==> src/rtl/pipeline_mem.sv <==
// rtl/pipeline_mem.sv - memory stage: captures an instruction, runs at most one data-memory access, retires it.
// Loads/stores hold the request until accepted, then wait for the response before retiring.
module pipeline_mem #(
    parameter int ADDR_WIDTH = 64,
    parameter int DATA_WIDTH = 64
) (
    input  logic                  clk,
    input  logic                  reset,
    output logic                  ready,
    input  logic                  in_valid,
    input  logic [DATA_WIDTH-1:0] ex_res,
    input  logic [DATA_WIDTH-1:0] r2_val_mem,
    input  logic [4:0]            mem_dst_reg,
    input  logic [31:0]           next_mem_opcode,
    input  logic [2:0]            next_mem_operation_size,
    input  logic                  ecall_mem,
    output logic                  dmem_req_valid,
    input  logic                  dmem_req_ready,
    output logic [ADDR_WIDTH-1:0] dmem_req_addr,
    output logic                  dmem_req_we,
    output logic [1:0]            dmem_req_size,
    output logic [DATA_WIDTH-1:0] dmem_req_wdata,
    input  logic                  dmem_resp_valid,
    input  logic [DATA_WIDTH-1:0] dmem_resp_data,
    output logic                  wb_valid,
    output logic [DATA_WIDTH-1:0] wb_val,
    output logic [4:0]            wb_dst_reg,
    output logic                  wb_ecall,
    output logic                  wb_misaligned
);

    localparam logic [1:0] S_IDLE   = 2'd0;
    localparam logic [1:0] S_REQ    = 2'd1;
    localparam logic [1:0] S_WAIT   = 2'd2;
    localparam logic [1:0] S_RETIRE = 2'd3;

    logic [1:0]            state_q, state_d;
    logic [ADDR_WIDTH-1:0] req_addr_q, req_addr_d;
    logic                  req_we_q, req_we_d;
    logic [1:0]            req_size_q, req_size_d;
    logic [DATA_WIDTH-1:0] req_wdata_q, req_wdata_d;
    logic [2:0]            ld_size_q, ld_size_d;
    logic [4:0]            dst_q, dst_d;
    logic                  ecall_q, ecall_d;
    logic                  wb_valid_q, wb_valid_d;
    logic [DATA_WIDTH-1:0] wb_val_q, wb_val_d;
    logic [4:0]            wb_dst_q, wb_dst_d;
    logic                  wb_ecall_q, wb_ecall_d;
    logic                  wb_mis_q, wb_mis_d;

    logic                  cap_is_load, cap_is_store, cap_misaligned;
    logic [DATA_WIDTH-1:0] cap_wdata;
    logic [DATA_WIDTH-1:0] resp_ext;

    assign ready          = (state_q == S_IDLE) || (state_q == S_RETIRE);
    assign dmem_req_valid = (state_q == S_REQ);
    assign dmem_req_addr  = req_addr_q;
    assign dmem_req_we    = req_we_q;
    assign dmem_req_size  = req_size_q;
    assign dmem_req_wdata = req_wdata_q;
    assign wb_valid       = wb_valid_q;
    assign wb_val         = wb_val_q;
    assign wb_dst_reg     = wb_dst_q;
    assign wb_ecall       = wb_ecall_q;
    assign wb_misaligned  = wb_mis_q;

    assign cap_is_load  = (next_mem_opcode == 32'd1);
    assign cap_is_store = (next_mem_opcode == 32'd2);

    always_comb begin
        cap_misaligned = 1'b0;
        cap_wdata      = r2_val_mem;
        case (next_mem_operation_size[1:0])
            2'd0: begin
                cap_misaligned = 1'b0;
                cap_wdata      = {{(DATA_WIDTH-8){1'b0}}, r2_val_mem[7:0]};
            end
            2'd1: begin
                cap_misaligned = ex_res[0];
                cap_wdata      = {{(DATA_WIDTH-16){1'b0}}, r2_val_mem[15:0]};
            end
            2'd2: begin
                cap_misaligned = |ex_res[1:0];
                cap_wdata      = {{(DATA_WIDTH-32){1'b0}}, r2_val_mem[31:0]};
            end
            default: begin
                cap_misaligned = |ex_res[2:0];
                cap_wdata      = r2_val_mem;
            end
        endcase
    end

    // Extension fill bit is forced to 0 for unsigned loads (size[2]).
    always_comb begin
        resp_ext = dmem_resp_data;
        case (ld_size_q[1:0])
            2'd0:    resp_ext = {{(DATA_WIDTH-8){~ld_size_q[2] & dmem_resp_data[7]}}, dmem_resp_data[7:0]};
            2'd1:    resp_ext = {{(DATA_WIDTH-16){~ld_size_q[2] & dmem_resp_data[15]}}, dmem_resp_data[15:0]};
            2'd2:    resp_ext = {{(DATA_WIDTH-32){~ld_size_q[2] & dmem_resp_data[31]}}, dmem_resp_data[31:0]};
            default: resp_ext = dmem_resp_data;
        endcase
    end

    always_comb begin
        state_d     = state_q;
        req_addr_d  = req_addr_q;
        req_we_d    = req_we_q;
        req_size_d  = req_size_q;
        req_wdata_d = req_wdata_q;
        ld_size_d   = ld_size_q;
        dst_d       = dst_q;
        ecall_d     = ecall_q;
        wb_valid_d  = 1'b0;
        wb_val_d    = wb_val_q;
        wb_dst_d    = wb_dst_q;
        wb_ecall_d  = wb_ecall_q;
        wb_mis_d    = wb_mis_q;
        case (state_q)
            S_REQ: begin
                if (dmem_req_ready) begin
                    state_d = S_WAIT;
                end
            end
            S_WAIT: begin
                if (dmem_resp_valid) begin
                    state_d    = S_RETIRE;
                    wb_valid_d = 1'b1;
                    wb_val_d   = req_we_q ? '0 : resp_ext;
                    wb_dst_d   = req_we_q ? 5'd0 : dst_q;
                    wb_ecall_d = ecall_q;
                    wb_mis_d   = 1'b0;
                end
            end
            default: begin
                state_d = S_IDLE;
                if (in_valid) begin
                    wb_ecall_d = ecall_mem;
                    ecall_d    = ecall_mem;
                    if ((cap_is_load || cap_is_store) && cap_misaligned) begin
                        state_d    = S_RETIRE;
                        wb_valid_d = 1'b1;
                        wb_val_d   = '0;
                        wb_dst_d   = 5'd0;
                        wb_mis_d   = 1'b1;
                    end else if (cap_is_load || cap_is_store) begin
                        state_d     = S_REQ;
                        req_addr_d  = ex_res[ADDR_WIDTH-1:0];
                        req_we_d    = cap_is_store;
                        req_size_d  = next_mem_operation_size[1:0];
                        req_wdata_d = cap_wdata;
                        ld_size_d   = next_mem_operation_size;
                        dst_d       = mem_dst_reg;
                    end else begin
                        state_d    = S_RETIRE;
                        wb_valid_d = 1'b1;
                        wb_val_d   = ex_res;
                        wb_dst_d   = mem_dst_reg;
                        wb_mis_d   = 1'b0;
                    end
                end
            end
        endcase
    end

    always_ff @(posedge clk) begin
        if (reset) begin
            state_q     <= S_IDLE;
            req_addr_q  <= '0;
            req_we_q    <= 1'b0;
            req_size_q  <= 2'd0;
            req_wdata_q <= '0;
            ld_size_q   <= 3'd0;
            dst_q       <= 5'd0;
            ecall_q     <= 1'b0;
            wb_valid_q  <= 1'b0;
            wb_val_q    <= '0;
            wb_dst_q    <= 5'd0;
            wb_ecall_q  <= 1'b0;
            wb_mis_q    <= 1'b0;
        end else begin
            state_q     <= state_d;
            req_addr_q  <= req_addr_d;
            req_we_q    <= req_we_d;
            req_size_q  <= req_size_d;
            req_wdata_q <= req_wdata_d;
            ld_size_q   <= ld_size_d;
            dst_q       <= dst_d;
            ecall_q     <= ecall_d;
            wb_valid_q  <= wb_valid_d;
            wb_val_q    <= wb_val_d;
            wb_dst_q    <= wb_dst_d;
            wb_ecall_q  <= wb_ecall_d;
            wb_mis_q    <= wb_mis_d;
        end
    end

endmodule

==> config.mk <==
export PLATFORM = sky130hd
export DESIGN_NAME = pipeline_mem
export DESIGN_NICKNAME = d
export VERILOG_FILES = /design/src/rtl/pipeline_mem.sv
export SDC_FILE = /design/constraint.sdc
export NUM_CORES = 1
export LEC_CHECK = 0
export BUFFER_PORTS_ARGS = -buffer_cell sky130_fd_sc_hd__buf_2
export CAP_MARGIN = 15
export CORE_ASPECT_RATIO = 1.5
export CORE_MARGIN = 4
export CORE_UTILIZATION = 25
export CTS_BUF_LIST = sky130_fd_sc_hd__clkbuf_8 sky130_fd_sc_hd__clkbuf_16
export CTS_CLUSTER_DIAMETER = 120
export DETAILED_ROUTE_END_ITERATION = 8
export PLACE_DENSITY_LB_ADDON = 0.2
export SYNTH_ARGS = -nofsm -noshare
export SYNTH_HDL_FRONTEND = slang
export SYNTH_SLANG_ARGS = --single-unit
==> constraint.sdc <==
create_clock -name clk -period 2.19 [get_ports clk]
set_clock_uncertainty 0.2 [all_clocks]
set_input_delay 0.219 -clock clk [delete_from_list [all_inputs] [get_ports clk]]
set_output_delay 0.219 -clock clk [all_outputs]
set_load 0.02 [all_outputs]
==> out/results.ini <==
[critical_path]
path_max_fanout = 11
slowest_stage = or4_4
cp_cell_sequence = inv_2 > ha_4 > nand3_2 > or4_4 > buf_4 > clkbuf_16 > nand2_1 > a21oi_1
crit_buf_inv = 3
start_kind = register
reg2reg_depth = 8
crit_path_max_incr_delay_ns = 0.57
cp.depth = 8
required_ns = 2.38
crit_type = reg -> reg
end_kind = register
cp_top_family = simple AND/OR/NAND/NOR gates
cp.arrival_ns = 2.35

[outcome]
status = finished, violations left
violations = hold timing

[global_route]
grt_pass1_wl_um = 60100
grt_busiest_layer = met2
gr-usage-met2_pct = 34.0
use_met1_pct = 23.3
grt_pass1_vias = 10600
use_met3_pct = 3.77
grt_util_all_layers_pct = 19.6
grt_max_degree = 70
grt_overflow_total = 0
antenna_found_initial = 2

[drt]
routed_wire_length_per_instance_um = 19.3
via_count = 10600
drc = 0
vias_per_cell = 4.92
ant_nets = 0
firstDrtPassIters = 6
wl_um = 41600
drt_iter0_drc = 585

[sta]
postLayoutSetupSlackWorst_ns = 0.0220
hold_viol_final = 1
fmax_mhz = 461
relSlewSlack_pct = 58.8
tightest_slew_ns = 0.618
min_period_over_period_pct = 99.0
setup_viol = 0
drv_slew = 0
rsz0062_at_grt = yes
tns_ns = 0
whs_ns = -0.00569
min_period_ns = 2.17

[finish]
fillers = 3400
layout.nets = 1955
final_cell_area_um2 = 14800
instances_no_fill = 2154
final_layout_size_suffix_gt1_share_pct = 34.7
fin_util_pct = 43.5
syn_to_final_growth_pct = 72.3

[logic_synthesis]
synth_cells = 1087
synth_async_sr_flop_share_pct = 0
yosysTopAreaCellShare_pct = 49.2
synth_area_leaders = dfxtp_1 49%, a21oi_1 15%, nand2_1 12%, clkbuf_1 4.2%, nand3_1 3.4%
synth_flop_cell = dfxtp_1
netlist_area_um2 = 8620
synth-edff-count = 0
avgSynthCellArea_um2 = 7.93
seq_area_frac_synth_pct = 49.2
yosysTopAreaCell = dfxtp_1
syn_nets = 1327
synth.ff_latch_count = 212
ys_types = 38
synth_warnings = 0

[clocking]
cts.path.max_buffers = 3
cts-root-buf = clkbuf_16
clkTransAtPathRegs_ns = 0.06
clock_latency_ns = 0.51
cts_tree = done
cts_htree_levels = 1
numCtsBuffers = 23
clock_sinks = 212

[die]
dieArea_um2 = 37600
start_util_pct = 25.2
die_h_um = 235
io_pins = 443
die_width_um = 160
coreArea_um2 = 34200
rows = 83

[pwr]
ir_drop_v = 0.000506
power.total_mw = 12.0
p_leak_nw = 6.34
power_density_nw_per_um2 = 809

[placement]
dp_hpwl_um = 26800
dp_slack_ns = -0.475
port_buffers = 442
placed_cell_area_um2 = 11600
place.gp.congestion = 0.847
place_inst = 1896

[hold_path]
hold_depth = 3
hold_path.class = in -> reg

[flow_run]
cap_violations = 0

==> cell usage after synthesis, types with 2 or more instances <==
master / count
and4_1: 2
nand4_1: 3
buf_2: 7
a211oi_1: 28
dfxtp_1: 212
o21ai_1: 6
a21oi_1: 259
nor2b_1: 2
nand2b_1: 2
buf_6: 3
or4_1: 2
nor4_2: 7
clkbuf_1: 96
a22oi_1: 13
a311oi_1: 33
o21ai_0: 38
inv_1: 5
nand3_1: 58
mux2i_1: 3
nor2_1: 7
nand2_1: 272
ha_1: 2
a211oi_2: 10
buf_4: 2
and2_1: 2
==> where the power goes <==
part           leakage, nW  total (mW)  switching [mW]  internal, mW
clock network        0.364        3.77            1.61          2.15
logic                 4.25        3.80            2.18          1.61
registers             1.73        4.44           0.206          4.24
total                 6.34        12.0            4.00          8.00
==> layout make-up <==
type	count	area, um^2	area share, %
timing repair buffer	711	5190	35.0
clock inverter	11	80.1	0.539
inverter	5	21.3	0.143
tap	425	532	3.58
multi-input combinational	762	4140	27.9
sequential	212	4250	28.6
antenna	1	2.50	0.0169
clock buffer	27	631	4.25
==> logic make-up after synthesis <==
group | count (synthesis) | synth area share [%]
XOR/XNOR | 1 | 0.102
flip-flops | 212 | 49.2
multiplexers | 3 | 0.348
AO/OA/AOI/OAI | 394 | 26.7
buffers and inverters | 114 | 5.43
adder cells (fa/ha/maj) | 2 | 0.290
AND/OR/NAND/NOR | 361 | 17.9
==> what timing repair did <==
item / in CTS / in global routing
gates resized for setup: 6 / 45
hold endpoints to repair: 211 / 0
gates cloned: 0 / 13
pin swaps: 0 / 29
hold buffers: 200 / 0
endpoints found under the setup margin: 70 / 158
setup buffers: 0 / 7
==> metal layers <==
metal | vias to the layer above | routed length, um
met5 | - | 7
met4 | 2 | 1910
met3 | 112 | 2660
met2 | 460 | 20800
met1 | 4966 | 16200
li1 | 5063 | -
==> path summary, 6_finish.rpt <==
path                                          from                end  slack [ns]
worst max-delay path                    state_q[0]  dmem_req_addr[46]        0.02
worst min-delay path            next_mem_opcode[0]        dmem_req_we      -0.006
worst min register to register    dmem_req_addr[5]   dmem_req_addr[5]        0.25
worst max register to register          state_q[0]  dmem_req_addr[46]        0.02
==> cells in the final DEF, fill, tap and decap left out, drive strengths merged, types with 4 or more instances in the layout <==
cell type / instances
a311oi: 33
nor2: 7
a211oi: 38
a21oi: 259
clkbuf: 36
dlygate4sd3: 199
a22oi: 13
nand2: 272
clkinv: 4
o21ai: 44
nand3: 58
inv: 9
nor4: 8
dfxtp: 212
buf: 502
==> worst reg2reg max path: cells and delay by family (launching register included) <==
family                   cells  cell delay [ns]
flip-flops                   1             0.33
adder cells (fa/ha/maj)      1             0.26
buffers and inverters        3             0.42
AO/OA/AOI/OAI                1             0.07
AND/OR/NAND/NOR              3             0.77
Note: power is estimated with default switching activity, not from simulation.
